### src/rtl/fpa_pkg.sv
// fpa_pkg: shared state encoding and constants for the FP adder sequencer
package fpa_pkg;
    localparam int FPA_W = 8;
    localparam logic [15:0] DISP_ERR = 16'hEEEE;
    typedef enum logic [2:0] {IDLE, LAUNCH, WAIT, DONE, ERR} state_t;
endpackage

### src/rtl/btn_debounce.sv
// btn_debounce: 2-flop synchroniser, debounce counter and rising-edge press pulse
// Ports: clk, reset (async active-low), btn (raw), level (debounced), press (1-cycle rise pulse)
module btn_debounce #(
    parameter int DB_CYCLES = 100000
) (
    input  logic clk,
    input  logic reset,
    input  logic btn,
    output logic level,
    output logic press
);
    localparam int CW = $clog2(DB_CYCLES + 1);
    logic s1, s2;
    logic [CW-1:0] cnt;
    always_ff @(posedge clk or negedge reset) begin
        if (!reset) begin
            s1    <= 1'b0;
            s2    <= 1'b0;
            cnt   <= '0;
            level <= 1'b0;
            press <= 1'b0;
        end else begin
            s1    <= btn;
            s2    <= s1;
            press <= 1'b0;
            // any sample matching the current level restarts the run
            if (s2 == level) cnt <= '0;
            else if (cnt == CW'(DB_CYCLES - 1)) begin
                cnt   <= '0;
                level <= s2;
                press <= s2;
            end else cnt <= cnt + 1'b1;
        end
    end
endmodule

### src/rtl/fpa_sequencer.sv
// fpa_sequencer: debounces buttons, launches the FP adder, captures its sum, selects display value
// Ports: clk, reset (async active-low), start_btn/show_btn (raw), sw (A=[15:8], B=[7:0]),
//        fpa_a/fpa_b/fpa_start to adder, fpa_sum/fpa_valid from adder, disp_value, busy, done, error
// Option: FPA_TIMEOUT_EN enables the WAIT timeout counter and the ERR state
module fpa_sequencer
    import fpa_pkg::*;
#(
    parameter int DB_CYCLES      = 100000,
    parameter int TIMEOUT_CYCLES = 64
) (
    input  logic              clk,
    input  logic              reset,
    input  logic              start_btn,
    input  logic              show_btn,
    input  logic [15:0]       sw,
    output logic [FPA_W-1:0]  fpa_a,
    output logic [FPA_W-1:0]  fpa_b,
    output logic              fpa_start,
    input  logic [FPA_W-1:0]  fpa_sum,
    input  logic              fpa_valid,
    output logic [15:0]       disp_value,
    output logic              busy,
    output logic              done,
    output logic              error
);
    state_t state, next;
    logic start_press, show_db, unused_start_level, unused_show_press;
    logic [FPA_W-1:0] op_a, op_b, result;

    btn_debounce #(.DB_CYCLES(DB_CYCLES)) u_start (
        .clk(clk), .reset(reset), .btn(start_btn), .level(unused_start_level), .press(start_press)
    );
    btn_debounce #(.DB_CYCLES(DB_CYCLES)) u_show (
        .clk(clk), .reset(reset), .btn(show_btn), .level(show_db), .press(unused_show_press)
    );

`ifdef FPA_TIMEOUT_EN
    localparam int TW = $clog2(TIMEOUT_CYCLES + 1);
    logic [TW-1:0] tcnt;
    logic expired;
    assign expired = tcnt == TW'(TIMEOUT_CYCLES - 1);
`else
    localparam int unused_timeout = TIMEOUT_CYCLES;
`endif

    always_ff @(posedge clk or negedge reset) begin
        if (!reset) state <= IDLE;
        else state <= next;
    end

    always_comb begin
        next = state;
        case (state)
            IDLE:    next = start_press ? LAUNCH : IDLE;
            LAUNCH:  next = WAIT;
`ifdef FPA_TIMEOUT_EN
            // a valid on the expiry cycle still wins
            WAIT:    next = fpa_valid ? DONE : expired ? ERR : WAIT;
            ERR:     next = start_press ? LAUNCH : ERR;
`else
            WAIT:    next = fpa_valid ? DONE : WAIT;
`endif
            DONE:    next = start_press ? LAUNCH : DONE;
            default: next = IDLE;
        endcase
    end

    // outputs decode the state flops directly, so they carry no input-to-output path
    always_comb begin
        fpa_start = state == LAUNCH;
        busy      = state == LAUNCH || state == WAIT;
        done      = state == DONE;
`ifdef FPA_TIMEOUT_EN
        error     = state == ERR;
`else
        error     = 1'b0;
`endif
    end

    always_ff @(posedge clk or negedge reset) begin
        if (!reset) begin
            op_a   <= '0;
            op_b   <= '0;
            result <= '0;
`ifdef FPA_TIMEOUT_EN
            tcnt   <= '0;
`endif
        end else begin
            // LAUNCH is only entered from a press in IDLE, DONE or ERR
            if (next == LAUNCH && state != LAUNCH) begin
                op_a <= sw[15:8];
                op_b <= sw[7:0];
            end
            if (state == WAIT && fpa_valid) result <= fpa_sum;
`ifdef FPA_TIMEOUT_EN
            tcnt <= state == LAUNCH ? '0 : state == WAIT ? tcnt + 1'b1 : tcnt;
`endif
        end
    end

    assign fpa_a = op_a;
    assign fpa_b = op_b;
    assign disp_value = show_db && state == ERR  ? DISP_ERR :
                        show_db && state == DONE ? {8'h00, result} : sw;
endmodule

### config.mk
export PLATFORM = sky130hd
export DESIGN_NAME = fpa_sequencer
export DESIGN_NICKNAME = d
export VERILOG_FILES = /design/src/rtl/fpa_pkg.sv /design/src/rtl/btn_debounce.sv /design/src/rtl/fpa_sequencer.sv
export SDC_FILE = /design/constraint.sdc
export NUM_CORES = 1
export LEC_CHECK = 0
export CORE_ASPECT_RATIO = 1.5
export CORE_UTILIZATION = 50
export DETAILED_ROUTE_END_ITERATION = 8
export DONT_BUFFER_PORTS = 1
export PLACE_DENSITY = 0.73
export SLEW_MARGIN = 20
export SYNTH_ARGS = -nofsm -noshare
export SYNTH_HDL_FRONTEND = slang
export SYNTH_SLANG_ARGS = --single-unit
export TNS_END_PERCENT = 5
### constraint.sdc
create_clock -name clk -period 3.9 [get_ports clk]
set_input_delay 0.585 -clock clk [delete_from_list [all_inputs] [get_ports clk]]
set_output_delay 0.585 -clock clk [all_outputs]
set_load 0.05 [all_outputs]
Word level (Yosys, flattened, before mapping). Index checks and enable logic that the tools add are counted.

$add $sub $neg: 2. Eq/ne operators: 10. Mux-type cells: 12. Bitwise logic cells: 2. Reductions and logical operators: 8.

Operator list (number): $mux W17 (4); $add A17 B1 Y17 const B (2); $eq A17 B17 Y1 const B (2); $mux W16 (2); $pmux W2 S4 (1); $eq A3 B1 Y1 const B (2); $eq A3 B2 Y1 const B (2); $logic_and A1 B1 Y1 (4); $mux W1 (4); $reduce_and A2 Y1 (2); $eq A3 B3 Y1 const B (1); $logic_not A3 Y1 (1); $ne A3 B1 Y1 const B (1); $eq A1 B1 Y1 (2); $mux W2 (1); $not A1 Y1 (2); $logic_or A1 B1 Y1 (1).

Flip-flop bits (word level): 68. Input bits: 29. Output and inout port bits: 36. Logic and storage cells: 47.

Logic depth before layout (Yosys ltp).
Depth in word-level cells: 4. Depth in mapped cells: 6. Depth with buffers taken out: 5.

Hierarchy. From an unflattened synthesis, not the netlist that was laid out.

Cell total of the unflattened synthesis: 275. Area, all modules: 3175.5 um2.

By module, submodules not included: btn_debounce (instances 2, cells an instance 95, area an instance 989.7 um2, sequential area each 525.5 um2); fpa_sequencer (instances 1, cells an instance 85, area an instance 1196.1 um2, sequential area each 650.6 um2).

Least setup slack after synthesis. No wires, ideal clock.

Path kind: register -> output. Start point: register state[0]. End point: output port disp_value[6]. Arrival: 1809 ps. Required time: 3315 ps. Path slack: 1506 ps. Cell stages (with the launch flop): 5. Path buffers: 1. Cells stage by stage: dfrtp_1 -> ha_1 -> nand2_1 -> clkbuf_1 -> mux2_2.

Longest elaborated chain between the ends: 4. Elaborated cells on any way between the ends: 6. Those cells by class: 2 x eq/ne; 2 x mux; 2 x reduce/logical.

RTL lines: from (decl) (RTL line fpa_sequencer.sv:26) `state_t state, next;`; from (signal assigned) (RTL line fpa_sequencer.sv:48) `else state <= next;`; $eq A3 B2 Y1; named net done (RTL line fpa_sequencer.sv:23) `output logic done,`; $logic_and A1 B1 Y1 (RTL line fpa_sequencer.sv:104) `show_db && state == DONE ? {8'h00, result} : sw;`; $mux W16 (RTL line fpa_sequencer.sv:104); $mux W16 (RTL line fpa_sequencer.sv:103) `assign disp_value = show_db && state == ERR ? DISP_ERR :`; to (decl) (RTL line fpa_sequencer.sv:21) `output logic [15:0] disp_value,`.

The timed path passes the listed nets, and every way through them passes these cells.

Worst setup path after layout.
Start point: register state[1]. End point: output port disp_value[6].

Same word-level chain as after synthesis.

==> results.md <==
- Required time of the worst setup path: 3.31 ns
- HPWL Detailed: 3890 um
- Simple-gate share of the synthesized area: 0.185
- Worst EP arrival: 2.37 ns
- Antenna Nets Post-Route: 0
- Yosys cell types: 34
- CTS tree: built
- Pwr per Cell Area: 527 mW/mm^2
- WL/cell: 15.7 um
- Cell type with the highest aggregate area in the netlist: dfrtp_1
- Sink Count: 67
- Clk buf depth: 2
- Pin count of the biggest net entering global routing: 68
- Width of the die: 66.5 um
- Syn Inst Count: 274
- Mux cell area share after synthesis: 0.123
- Min cycle time layout: 2.96 ns
- First-pass iteration count of the detailed router: 4
- Total CTS buffers: 9
- IO Count: 65
- Max incr delay on CP: 0.59 ns
- Nets: 314
- Slew headroom: 0.569
- # DRC: 0
- TNS Setup: 0 ns
- Via density: 5.63
- H-tree depth: 3
- CP cell instances: ha_1, nand2_1, mux2_2
- Unrepaired setup endpoints after global routing: no
- Vias post-DR: 2006
- Final Max Tran Viols: 0
- Final hold vios: 0
- Clock latency at the later pin of the worst-skew pair: 0.34 ns
- Sw Pwr: 530 uW
- Slew @ Worst Pin: 0.647 ns
- Inserted Diodes: 0
- # rows: 34
- Crit path capture type: primary output
- Total core area: 0.00591 mm^2
- Max VDD drop: 0.000311 V
- FILL cells: 482
- Placed cell area: 0.00317 mm^2
- Int Power: 1.28 mW
- Tcrit/Tclk final: 0.758
- Adder-Cell Fraction of Synth Area: 0.0241
- Die Height: 98.7 um
- Share of the synthesized area in the top cell type: 0.538
- Ranking of synthesized cells by area: dfrtp_1 (54%), mux2_2 (12%), xnor2_1 (6.5%)
- Root buf cell: clkbuf_8
- Run status: completed
- Synth Area in Compound Gates: 0.0173
- CP max FO: 16
- Fin worst setup slack: 0.945 ns
- Crit Reg-Reg Endpoint: u_show.cnt[16]$_DFF_PN0_
- Post-route cell area: 0.00344 mm^2
- Gate power share: 0.157
- Syn_nets: 309
- Initial antenna violation count: 0
- Share of layout cells above drive strength 1: 0.201
- Reg power frac: 0.462
- Reg2reg setup slack: 1.77 ns
- Total Routing Usage GR: 0.193
- Register bit total from synthesis: 67
- Critical R2R Launch: u_show.cnt[0]$_DFF_PN0_
- Final core occ: 0.582
- Setup violators final: 0
- First-pass GRT wire length: 9520 um
- Clock power share: 0.381
- Clock skew: 0.0101 ns
- Fmax: 0.338 GHz
- Avg Synthesized Cell Area: 11.4 um^2
- Grt total ovfl: 0
- Worst hold path class: in -> async
- Number of setup buffers added after CTS: 0
- Number of global-route vias before repair: 2121
- Die Area: 0.00656 mm^2
- Initial DRC count: 143
- Sequential Area: 0.00168 mm^2
- Yosys warnings: 0
- P&R area growth vs syn: 10.4%
- Clk pin slew, worst setup/hold paths: 0.08 ns
- Leakage: 1.41 nW
- Max-Cap Viols: 0
- CP max-delay cell: ha_1
- Drt total wl: 5570 um
- Initial Util: 0.527
- Post-Synth XOR/XNOR Area: 0.0871
- Path type of the worst setup path: reg -> out
- Synth Cell Area: 0.00312 mm^2
- Worst reg-to-reg path cell count: 5
- Sw frac: 0.292
- Area of the multi-input gates: 0.00137 mm^2
- Startpoint Class: register
- Dominant combinational cell family by area after synthesis: simple AND/OR/NAND/NOR gates
- Pre-CTS WS: 1.27 ns
- Sequential share of the synthesized area: 0.538
- Port Buffer Count: 0
- Routability cong.: 0.798
-- critical path, delay by kind of cell, from the launching register on --
family	cells	cell delay [ns]
fa+ha+maj	1	0.59
flops	1	0.39
mux	1	0.55
simple gates	1	0.52
-- registers in the layout (all words and copies together) (netlist names) --
signal         flops
u_show.cnt        17
u_show.level       1
u_show.s1          1
fpa_a              8
u_start.cnt       17
u_start.level      1
u_start.s1         1
result             8
u_start.press      1
state              2
fpa_b              8
u_start.s2         1
u_show.s2          1
-- layer usage --
layer / vias up / wire length [um] / part of all wire / track usage
met5: - / 0 / 0 / 0
met4: 0 / 162 / 0.029 / 0.105
met3: 15 / 149 / 0.027 / 0.0370
met2: 34 / 3080 / 0.55 / 0.334
met1: 999 / 2180 / 0.39 / 0.218
li1: 958 / - / - / -
-- cell usage in the layout, fill, tap and decap left out, types with 2 or more instances in the layout --
cell and n:
dfrtp_1 67, nor2_1 36, mux2_2 34, xnor2_1 23, nand3_1 13, nand2_1 12, nand4_1 10, nor4_1 10
clkbuf_8 9, inv_1 8, nor3_1 8, xor2_1 8, and2_1 8, ha_1 6, bufinv_16 3, a21oi_1 2
or3_1 2, or2_2 2, nor4b_1 2, o21ai_0 2, nor3b_1 2
-- power by group through the flow --
stage / clock network (mW) / registers [mW] / logic (mW)
after floorplan: 0 / 0.835 / 0.244
after global placement: 0 / 0.846 / 0.262
after detailed placement: 0 / 0.851 / 0.271
after CTS: 0.704 / 0.837 / 0.289
after global routing: 0.732 / 0.846 / 0.311
final: 0.691 / 0.837 / 0.285
-- per-stage QoR --
step / instances / hold WS [ns] / total power, mW
final: 356 / 0.110 / 1.81
after global routing: 356 / 0.137 / 1.89
after CTS: 356 / 0.124 / 1.83
after detailed placement: 339 / 0.291 / 1.12
after global placement: 339 / 0.291 / 1.11
after floorplan: 274 / 0.289 / 1.08
-- cell usage after synthesis --
master,instances
clkbuf_2,2
nor3b_1,2
o21ai_1,1
clkbuf_1,1
nand3b_1,1
nand4_1,10
a21oi_1,2
xor2_1,8
o21ai_0,2
and3_1,1
inv_1,8
dfrtp_1,67
nor2_1,36
o211ai_1,1
and4_1,1
buf_2,2
and2_1,8
or4_1,1
nand3_2,1
mux2_2,34
ha_1,6
nand2_1,12
or2_2,2
nand3_1,13
nor3_1,8
xnor2_1,23
o31ai_4,1
conb_1,1
nor4bb_1,1
or3_1,2
and4_2,1
buf_4,3
nor4b_1,2
nor4_1,10
-- area by class of cell --
cell class,count,area share
repair buffers,2,0.0102
inverters,8,0.00873
well taps,72,0.0262
flip-flops and latches,67,0.487
clock inverters,6,0.0327
clock buffers,10,0.0371
multi-input cells,191,0.398
-- how the worst max path moves through the flow --
stage / startpoint / to / slack (ns)
final: state[1]$_DFF_PN0_ / disp_value[6] / 0.94
after global routing: state[0]$_DFF_PN0_ / disp_value[2] / 0.80
after CTS: state[0]$_DFF_PN0_ / disp_value[4] / 0.91
after detailed placement: state[0]$_DFF_PN0_ / disp_value[4] / 1.27
after global placement: state[0]$_DFF_PN0_ / disp_value[1] / 1.35
after floorplan: state[0]$_DFF_PN0_ / disp_value[6] / 1.51
-- kinds of logic (layout without fill, tap and decap cells) --
group | count (synthesis) | in the layout
compound gates | 7 | 7
flops | 67 | 67
fa+ha+maj | 6 | 6
xor+xnor | 31 | 31
mux | 34 | 34
other cells | 1 | 1
simple gates | 112 | 112
buf+inv | 16 | 26
-- repair_timing --
| item | 4_1_cts | 5_1_grt |
|---|---|---|
| resized for setup | 0 | 0 |
| endpoints found under the hold margin | 67 | 0 |
| hold buffers | 1 | 0 |
Note: power is estimated with default switching activity, not from simulation.
